### config.mk
export PLATFORM = sky130hd
export DESIGN_NAME = d_forward_hazard_unit_flat
export DESIGN_NICKNAME = d
export VERILOG_FILES = /design/src/rtl/d_forward_hazard_unit_pkg.sv /design/src/rtl/d_forward_hazard_unit_if.sv /design/src/rtl/d_forward_hazard_unit_fwd_port_select.sv /design/src/rtl/d_forward_hazard_unit.sv /design/src/flat_wrapper.sv
export SDC_FILE = /design/constraint.sdc
export NUM_CORES = 1
export LEC_CHECK = 0
export BUFFER_PORTS_ARGS = -buffer_cell sky130_fd_sc_hd__buf_2
export CAP_MARGIN = 20
export CELL_PAD_IN_SITES_DETAIL_PLACEMENT = 1
export CELL_PAD_IN_SITES_GLOBAL_PLACEMENT = 1
export CORE_UTILIZATION = 31
export CTS_BUF_LIST = sky130_fd_sc_hd__clkbuf_8
export DETAILED_ROUTE_END_ITERATION = 10
export PLACE_DENSITY_LB_ADDON = 0.1
export SLEW_MARGIN = 15
export SYNTH_ARGS = -nofsm -noshare
export SYNTH_HDL_FRONTEND = slang
export SYNTH_HIERARCHICAL = 1
export SYNTH_SLANG_ARGS = --single-unit
### constraint.sdc
create_clock -name clk -period 2.34 [get_ports clk]
set_clock_uncertainty 0.05 [all_clocks]
set_input_delay 0.117 -clock clk [delete_from_list [all_inputs] [get_ports clk]]
set_output_delay 0.117 -clock clk [all_outputs]
set_load 0.05 [all_outputs]
### src/rtl/d_forward_hazard_unit_pkg.sv
// ----------------------------------------------------------------------------
// d_forward_hazard_unit_pkg
// Shared definitions for the decode-stage hazard/forwarding unit:
//   - producer stage indices (E, M, W) as seen from D
//   - fwd_sel encodings (rf / W / M / E)
//   - hazard record layout {vld, wa, tnew} and its field widths
//   - helpers: Tnew countdown step, stage-index to fwd_sel mapping
// No ports (package).
// ----------------------------------------------------------------------------
package d_forward_hazard_unit_pkg;

   localparam int STG_E = 0;
   localparam int STG_M = 1;
   localparam int STG_W = 2;

   // Record field widths; the top-level AW/TW parameters must equal these.
   localparam int REC_AW = 5;
   localparam int REC_TW = 2;

   typedef enum logic [1:0] {
      SEL_RF = 2'd0,
      SEL_W  = 2'd1,
      SEL_M  = 2'd2,
      SEL_E  = 2'd3
   } fwd_sel_e;

   typedef struct packed {
      logic              vld;
      logic [REC_AW-1:0] wa;
      logic [REC_TW-1:0] tnew;
   } hz_rec_t;

   // Tnew saturates at zero once the result exists in the pipeline.
   function automatic logic [REC_TW-1:0] tnew_step(input logic [REC_TW-1:0] t);
      return (t == '0) ? '0 : t - 1'b1;
   endfunction

   // Stage k (0 = E) maps to selector 3-k, so E=3, M=2, W=1.
   function automatic fwd_sel_e stage_sel(input int k);
      return fwd_sel_e'(2'(int'(SEL_E) - k));
   endfunction

endpackage

### src/rtl/d_forward_hazard_unit_if.sv
// ----------------------------------------------------------------------------
// d_forward_hazard_unit_if
// Bundles the D-stage request, producer result buses and resolved operands
// of the hazard/forwarding unit.
//   master : drives the D-stage instruction fields, rf/stage data, and
//            receives fwd_data / fwd_sel / stall
//   slave  : the hazard unit itself
// Signals:
//   d_valid, d_wen, d_wa, d_tnew, d_is_md, mdu_busy, flush  D-stage control
//   d_ra[NRP*AW], d_tuse[NRP*TW], rf_rd[NRP*DW]             read ports
//   stage_data[NSTAGE*DW]                                   E/M/W results
//   fwd_data[NRP*DW], fwd_sel[NRP*2], stall                 outputs
// ----------------------------------------------------------------------------
interface d_forward_hazard_unit_if #(
   parameter int DW     = 32,
   parameter int AW     = 5,
   parameter int NRP    = 2,
   parameter int NSTAGE = 3,
   parameter int TW     = 2
);
   logic                  d_valid;
   logic                  d_wen;
   logic [AW-1:0]         d_wa;
   logic [TW-1:0]         d_tnew;
   logic                  d_is_md;
   logic                  mdu_busy;
   logic                  flush;
   logic [NRP*AW-1:0]     d_ra;
   logic [NRP*TW-1:0]     d_tuse;
   logic [NRP*DW-1:0]     rf_rd;
   logic [NSTAGE*DW-1:0]  stage_data;
   logic [NRP*DW-1:0]     fwd_data;
   logic [NRP*2-1:0]      fwd_sel;
   logic                  stall;

   modport master (
      output d_valid, d_wen, d_wa, d_tnew, d_is_md, mdu_busy, flush,
             d_ra, d_tuse, rf_rd, stage_data,
      input  fwd_data, fwd_sel, stall
   );

   modport slave (
      input  d_valid, d_wen, d_wa, d_tnew, d_is_md, mdu_busy, flush,
             d_ra, d_tuse, rf_rd, stage_data,
      output fwd_data, fwd_sel, stall
   );
endinterface

### src/rtl/d_forward_hazard_unit_fwd_port_select.sv
// ----------------------------------------------------------------------------
// fwd_port_select
// One D-stage read port: finds the youngest in-flight producer of the port's
// register, then either forwards its stage result, falls back to the
// register file, or flags a hazard when the value cannot arrive in time.
// Purely combinational.
// Ports:
//   i_rec        in  NSTAGE records, index 0 = E (youngest)
//   i_ra         in  read address (0 never matches)
//   i_tuse       in  cycles until this operand is consumed
//   i_rf_rd      in  register-file read data
//   i_stage_data in  result bus per stage, stage k = bits [k*DW +: DW]
//   o_data       out resolved operand
//   o_sel        out source selector (rf/W/M/E)
//   o_hazard     out producer result not ready in time
// ----------------------------------------------------------------------------
module fwd_port_select
   import d_forward_hazard_unit_pkg::*;
#(
   parameter int DW     = 32,
   parameter int AW     = 5,
   parameter int TW     = 2,
   parameter int NSTAGE = 3
) (
   input  hz_rec_t [NSTAGE-1:0]   i_rec,
   input  logic [AW-1:0]          i_ra,
   input  logic [TW-1:0]          i_tuse,
   input  logic [DW-1:0]          i_rf_rd,
   input  logic [NSTAGE*DW-1:0]   i_stage_data,
   output logic [DW-1:0]          o_data,
   output logic [1:0]             o_sel,
   output logic                   o_hazard
);

   logic                w_ra_nz;
   logic [NSTAGE-1:0]   w_match;

   assign w_ra_nz = (i_ra != '0);

   genvar gi;
   generate
      for (gi = 0; gi < NSTAGE; gi++) begin : g_match
         assign w_match[gi] = i_rec[gi].vld & (i_rec[gi].wa == i_ra) & w_ra_nz;
      end
   endgenerate

   // Walk from oldest to youngest so the youngest matching producer is the
   // last one to write the outputs.
   always_comb begin
      o_data   = i_rf_rd;
      o_sel    = SEL_RF;
      o_hazard = 1'b0;
      for (int k = NSTAGE - 1; k >= 0; k--) begin
         if (w_match[k]) begin
            if (i_rec[k].tnew > i_tuse) begin
               o_hazard = 1'b1;
               o_data   = i_rf_rd;
               o_sel    = SEL_RF;
            end else if (i_rec[k].tnew == '0) begin
               o_hazard = 1'b0;
               o_data   = i_stage_data[k*DW +: DW];
               o_sel    = stage_sel(k);
            end else begin
               // Ready before use but not yet: later-stage forwarders take it.
               o_hazard = 1'b0;
               o_data   = i_rf_rd;
               o_sel    = SEL_RF;
            end
         end
      end
   end

endmodule

### src/rtl/d_forward_hazard_unit.sv
// ----------------------------------------------------------------------------
// d_forward_hazard_unit
// Decode-stage hazard detection and operand forwarding for the 5-stage MIPS
// pipeline. Keeps one {vld, wa, tnew} record per stage E/M/W, counts Tnew down
// as records age, resolves NRP read ports and raises stall when an operand
// cannot be ready in time or the MDU is busy for an MDU instruction.
// Ports:
//   clk    in  clock, rising edge
//   reset  in  asynchronous active-high, clears every record
//   bus    slave modport of d_forward_hazard_unit_if (D-stage fields, rf and
//          stage data in; fwd_data, fwd_sel, stall out)
// ----------------------------------------------------------------------------
module d_forward_hazard_unit
   import d_forward_hazard_unit_pkg::*;
#(
   parameter int DW     = 32,
   parameter int AW     = REC_AW,
   parameter int NRP    = 2,
   parameter int NSTAGE = 3,
   parameter int TW     = REC_TW
) (
   input  logic                      clk,
   input  logic                      reset,
   d_forward_hazard_unit_if.slave    bus
);

   hz_rec_t [NSTAGE-1:0]   r_rec;
   hz_rec_t                w_rec0;
   logic [NRP-1:0]         w_hazard;
   logic [NRP*DW-1:0]      w_fwd_data;
   logic [NRP*2-1:0]       w_fwd_sel;
   logic                   w_md_stall;
   logic                   w_stall;

   // Record entering E; a stall or flush turns it into a bubble.
   always_comb begin
      w_rec0      = '0;
      w_rec0.vld  = bus.d_valid & bus.d_wen & (bus.d_wa != '0) & ~w_stall & ~bus.flush;
      w_rec0.wa   = bus.d_wa;
      w_rec0.tnew = bus.d_tnew;
   end

   // Stages after E always advance; stall only affects what enters E.
   always_ff @(posedge clk or posedge reset) begin
      if (reset) begin
         r_rec <= '0;
      end else begin
         r_rec[0] <= w_rec0;
         for (int k = 1; k < NSTAGE; k++) begin
            r_rec[k].vld  <= r_rec[k-1].vld;
            r_rec[k].wa   <= r_rec[k-1].wa;
            r_rec[k].tnew <= tnew_step(r_rec[k-1].tnew);
         end
      end
   end

   genvar gi;
   generate
      for (gi = 0; gi < NRP; gi++) begin : g_port
         fwd_port_select #(
            .DW     (DW),
            .AW     (AW),
            .TW     (TW),
            .NSTAGE (NSTAGE)
         ) u_port (
            .i_rec        (r_rec),
            .i_ra         (bus.d_ra[gi*AW +: AW]),
            .i_tuse       (bus.d_tuse[gi*TW +: TW]),
            .i_rf_rd      (bus.rf_rd[gi*DW +: DW]),
            .i_stage_data (bus.stage_data),
            .o_data       (w_fwd_data[gi*DW +: DW]),
            .o_sel        (w_fwd_sel[gi*2 +: 2]),
            .o_hazard     (w_hazard[gi])
         );
      end
   endgenerate

   assign w_md_stall = bus.d_is_md & bus.mdu_busy;

   // Reset gates stall directly so it drops in the same cycle reset rises,
   // including the MDU term which does not depend on the records.
   assign w_stall = ~reset & bus.d_valid & ((|w_hazard) | w_md_stall);

   assign bus.fwd_data = w_fwd_data;
   assign bus.fwd_sel  = w_fwd_sel;
   assign bus.stall    = w_stall;

endmodule

### src/flat_wrapper.sv
// flat-port wrapper written by rule: the top's interface ports become plain ports
module d_forward_hazard_unit_flat import d_forward_hazard_unit_pkg::*;
#(
   parameter int DW     = 32,
   parameter int AW     = REC_AW,
   parameter int NRP    = 2,
   parameter int NSTAGE = 3,
   parameter int TW     = REC_TW
)
  (clk, reset, bus_d_valid, bus_d_wen, bus_d_wa, bus_d_tnew, bus_d_is_md, bus_mdu_busy, bus_flush, bus_d_ra, bus_d_tuse, bus_rf_rd, bus_stage_data, bus_fwd_data, bus_fwd_sel, bus_stall);
  d_forward_hazard_unit_if #(.DW(DW), .AW(AW), .NRP(NRP), .NSTAGE(NSTAGE), .TW(TW)) bus_i ();
  input  logic clk;
  input  logic reset;
  input wire logic [$bits(bus_i.d_valid)-1:0] bus_d_valid;
  input wire logic [$bits(bus_i.d_wen)-1:0] bus_d_wen;
  input wire logic [$bits(bus_i.d_wa)-1:0] bus_d_wa;
  input wire logic [$bits(bus_i.d_tnew)-1:0] bus_d_tnew;
  input wire logic [$bits(bus_i.d_is_md)-1:0] bus_d_is_md;
  input wire logic [$bits(bus_i.mdu_busy)-1:0] bus_mdu_busy;
  input wire logic [$bits(bus_i.flush)-1:0] bus_flush;
  input wire logic [$bits(bus_i.d_ra)-1:0] bus_d_ra;
  input wire logic [$bits(bus_i.d_tuse)-1:0] bus_d_tuse;
  input wire logic [$bits(bus_i.rf_rd)-1:0] bus_rf_rd;
  input wire logic [$bits(bus_i.stage_data)-1:0] bus_stage_data;
  output wire logic [$bits(bus_i.fwd_data)-1:0] bus_fwd_data;
  output wire logic [$bits(bus_i.fwd_sel)-1:0] bus_fwd_sel;
  output wire logic [$bits(bus_i.stall)-1:0] bus_stall;
  assign bus_i.d_valid = bus_d_valid;
  assign bus_i.d_wen = bus_d_wen;
  assign bus_i.d_wa = bus_d_wa;
  assign bus_i.d_tnew = bus_d_tnew;
  assign bus_i.d_is_md = bus_d_is_md;
  assign bus_i.mdu_busy = bus_mdu_busy;
  assign bus_i.flush = bus_flush;
  assign bus_i.d_ra = bus_d_ra;
  assign bus_i.d_tuse = bus_d_tuse;
  assign bus_i.rf_rd = bus_rf_rd;
  assign bus_i.stage_data = bus_stage_data;
  assign bus_fwd_data = bus_i.fwd_data;
  assign bus_fwd_sel = bus_i.fwd_sel;
  assign bus_stall = bus_i.stall;
  d_forward_hazard_unit #(.DW(DW), .AW(AW), .NRP(NRP), .NSTAGE(NSTAGE), .TW(TW)) u_core (.clk(clk), .reset(reset), .bus(bus_i));
endmodule
### Word-level counts from Yosys, hierarchy flattened

Cells that the tools add are included.

* flip-flop bits (word level): 24
* input bits: 188
* output and inout bits: 69
* word-level logic and storage cells: 100

* add/sub/neg operators: 2
* order comparisons: 6
* eq/ne operators: 6
* mux-type cells: 47
* bitwise operators: 23
* reduce and logical (&&, ||, !) cells: 7

Operators with widths (count)
* 2-to-1 mux 32 bit: 18
* == test 5 bit: 6
* 2-to-1 mux 2 bit: 12
* AND 1 bit: 19
* 2-to-1 mux 1 bit: 17
* nonzero test 5 bit: 3
* greater-than comparator 2 bit: 6
* logical NOT 2 bit: 3
* subtractor 2 x 1 -> 2 bit (second input constant): 2
* inverter 1 bit: 3
* OR reduction 2 bit: 1
* bitwise OR 1 bit: 1

### Logic depth before layout (Yosys ltp)

* word-level depth: 12
* depth in mapped cells: 10
* gate-level depth less buffers: 10

### By module

Netlist, hierarchy kept.

By module, submodules not included
* fwd_port_select: instances 2, cells an instance 249, area an instance 2158.3 um2
* d_forward_hazard_unit: instances 1, cells an instance 35, area an instance 676.9 um2

### Least setup slack after synthesis

Ideal clock, no wire load.

* path kind: register to output
* from: reg u_core/r_rec[2] (netlist name)
* to: out bus_fwd_data[31]
* data arrival time: 2.675 ns
* required time: 2.173 ns
* slack: -0.502 ns
* cell stages (with the launch flop): 7
* cells stage by stage: dfrtp_1 -> xor2_1 -> or4_4 -> buf_6 -> and2_4 -> buf_6 -> a221oi_1

* cells in the longest elaborated chain, start to end: 4

Ends and longest elaborated chain
* from (decl): RTL line d_forward_hazard_unit.sv:27 `hz_rec_t [NSTAGE-1:0] r_rec;`
* == test 5 bit: RTL line d_forward_hazard_unit_fwd_port_select.sv:43 `assign w_match[gi] = i_rec[gi].vld & (i_rec[gi].wa == i_ra) & w_ra_nz;`
* AND 1 bit (2 in series): RTL line d_forward_hazard_unit_fwd_port_select.sv:43
* 2-to-1 mux 32 bit: RTL line d_forward_hazard_unit_fwd_port_select.sv:54 `if (w_match[k]) begin`
* to (decl): RTL line flat_wrapper.sv:25 `output wire logic [$bits(bus_i.fwd_data)-1:0] bus_fwd_data;`

Every way passes these cells.

### Final worst setup path

* from: reg u_core/r_rec[5] (netlist name)
* to: out bus_fwd_data[22]

Same word-level chain as after synthesis.

==> results.yml <==
clocking:
  cts_buffer_depth: 2
  clock-sinks: 24
  clock-root-buffer: "clkbuf_8"
  numCtsBuffers: 3
  cts.reportedPaths.clkPinSlew_ps: 90
  cts_max_level: 1
  cts_tree: "built"
  insertion_delay_ps: 270
critical_path:
  end_kind: "primary output"
  critPathKind: "flop to primary output"
  path_cells: "xnor2_1 -> nand4_1 -> or4_4 -> and2_4 -> buf_12 -> a221oi_4 -> buf_6"
  cp.arrival_ps: 2570
  cp-startpoint: "u_core/r_rec[5]"
  crit_slowest_cell: "or4_4"
  crit_cells: 7
  slowest_delay_ps: 560
  critPathCapture: "bus_fwd_data[22]"
  crit_path_max_fanout: 17
  critPathBufInv: 2
  cp-start-kind: "flop"
  r2r_end: "u_core/r_rec[7]"
  worstPathRequired_ps: 2170
  timing.rr.start: "u_core/r_rec[5]"
  ff2ff_path_depth: 9
  r2r_slack_ps: -230
  cp_top_family: "simple AND/OR/NAND/NOR gates"
sta:
  layout_min_cycle_time_ps: 2730
  layout_setup_ws_ps: -393
  finalHoldViolations: 0
  fmaxAchievable_mhz: 366
  grt_setup_unrepaired: "yes"
  setup_violations: 66
  finalCritPeriodShare_pct: 117
  whs_ps: 72.1
  max-slew-margin-rel_pct: 68.9
  finalMaxSlewViolations: 0
  worst_slew_pin_slew_ps: 464
global_route:
  grt_pass1_vias: 6722
  grtUsageTotal_pct: 28.3
  grt_antenna_before_repair: 3
  grt_max_degree: 29
  grt_pass1_wl_um: 36700
  overflow: 0
placement:
  dp_slack_ps: -264
  gp_congestion: 0.838
  io_buffers: 256
  hpwl_um: 18200
  dp_cells: 1032
final_layout:
  largest_reg_flops: 24
  area_growth_pct: 82.0
  fin_nets: 1050
  drive_gt1_share_pct: 57.1
  fin_cells: 1068
  top_regs: "u_core/r_rec x24"
  top_register: "u_core/r_rec"
power:
  vdd_ir_drop_max_mv: 0.211
  fin_total_pwr_w: 0.00250
  p_leak_nw: 4.55
  power_density_nw_per_um2: 275
floorplanning:
  initial_core_util_pct: 31.5
  num_rows: 46
  die_area_um2: 16600
  fp.dieH_um: 129
  fp.dieW_um: 129
  io_pins: 257
  coreArea_um2: 15800
routing:
  detail_route.vias_per_cell: 5.73
  ant_nets: 0
  route.detailed.drc: 0
  vias: 6123
  finalWirelength_um: 25600
  dr_wl_met3_um: 1210
  dr_wl_met2_um: 13300
  wl_met1_um: 10500
  first_pass_iters: 4
  drt_iter0_drc: 273
  highest_layer: "met4"
  wl_per_cell_um: 24.0
logic_synthesis:
  yosysSeqAreaShare_pct: 12.0
  synth_seq_cells: 24
  synth_cells: 533
  syn-num-nets: 733
  synth_area_um2: 4990
  synth_warnings: 6
  synth_area_per_cell_um2: 9.37
  synth_cell_types: 36
hold_path:
  whs_path_depth: 3
  worstHoldPathType: "primary input to flop"
job:
  drv_cap: 0
run_status:
  violations: "setup timing"
  status: "finished, violations left"
## logic make-up (layout without fill, tap and decap cells)
logic type                 count (synthesis)  in the layout  share of synthesized area (%)
adders and majority gates                 12             12                           3.01
and+or+nand+nor                          131            131                           16.1
xor gates and xnor gates                  30             30                           5.26
buffers and inverters                     65            381                           7.09
other                                      0              3                              0
DFF                                       24             24                           12.0
AOI/OAI and AO/OA                        139            139                           30.0
muxes                                    132            132                           26.5
## cells in the final DEF, fill, tap and decap left out, drive strengths merged, types with 6 or more instances in the layout
cell | synthesis | routed
dlygate4sd3 | 0 | 9
o21ai | 8 | 8
a221oi | 64 | 64
nor2 | 9 | 9
nor2b | 8 | 8
nand2 | 17 | 17
and3 | 65 | 65
clkbuf | 30 | 13
xnor2 | 18 | 18
inv | 9 | 9
xor2 | 12 | 12
buf | 26 | 349
mux2i | 130 | 130
a211oi | 64 | 64
nand4 | 6 | 6
dfrtp | 24 | 24
and2 | 6 | 6
ha | 12 | 12
## cell usage after synthesis (all sizes together)
cell / n / area, µm²
a211o: 1 / 8.76
a211oi: 64 / 480
a221oi: 64 / 948
and2: 6 / 42.5
and3: 65 / 412
buf: 26 / 208
clkbuf: 30 / 113
dfrtp: 24 / 601
ha: 12 / 150
inv: 9 / 33.8
mux2: 2 / 22.5
mux2i: 130 / 1300
nand2: 17 / 63.8
nand2b: 2 / 12.5
nand3: 4 / 20.0
nand3b: 2 / 15.0
nand4: 6 / 50.0
nor2: 9 / 38.8
nor2b: 8 / 50.1
nor3: 2 / 10.0
nor4: 3 / 25.0
o211a: 2 / 20.0
o21ai: 8 / 40.0
or3: 2 / 12.5
or4: 5 / 52.6
xnor2: 18 / 158
xor2: 12 / 105
## final cells by class
class | instances | area, µm²
Fill cell | 1745 | 6740
Multi-Input combinational cell | 444 | 5020
Timing Repair Buffer | 368 | 3080
Sequential cell | 24 | 603
Tap cell | 216 | 270
Clock buffer | 3 | 41.3
Inverter | 9 | 33.8
Clock inverter | 1 | 30.0
Antenna cell | 3 | 7.51
## through the flow
| step | util [%] | TNS, ps | instance area (µm²) |
|---|---|---|---|
| 6_report | 57.4 | -21570 | 9090 |
| 5_1_grt | 57.4 | -27380 | 9090 |
| 4_1_cts | 54.2 | -17840 | 8580 |
| 3_5_place_dp | 49.9 | -11750 | 7890 |
| 3_3_place_gp | 49.9 | -5870 | 7890 |
| 2_1_floorplan | - | -7640 | 5700 |
## report_power, final
group	switching (W)	internal [W]
registers	0.0000228	0.000435
logic	0.000950	0.000722
clock network	0.000139	0.000229
## routing by layer
layer  vias to the layer above  GRT usage, %
met2                       240          53.1
met4                         0          8.93
met3                        40          3.24
met5                         -             0
li1                       2779             -
met1                      3064          33.3
## worst min-delay path, delay by kind of cell
kind | cells | cell delay (ps)
AND/OR/NAND/NOR | 2 | 150
buffers and inverters | 1 | 100
## how the worst min path moves through the flow
stage                             start         endpoint
final                         bus_d_wen  u_core/r_rec[7]
after global routing          bus_d_wen  u_core/r_rec[7]
after CTS                     bus_d_wen  u_core/r_rec[7]
after detailed placement  bus_d_tnew[0]  u_core/r_rec[0]
after global placement    bus_d_tnew[0]  u_core/r_rec[0]
after floorplan                   reset  u_core/r_rec[0]
## timing repair
action	in CTS	in global routing
pin swaps	8	29
endpoints found under the setup margin	68	69
buffers inserted	5	6
hold buffers	9	0
resized for setup	147	40
hold endpoints to repair	32	0
cloned	0	9
(Power assumes the default switching activity.)
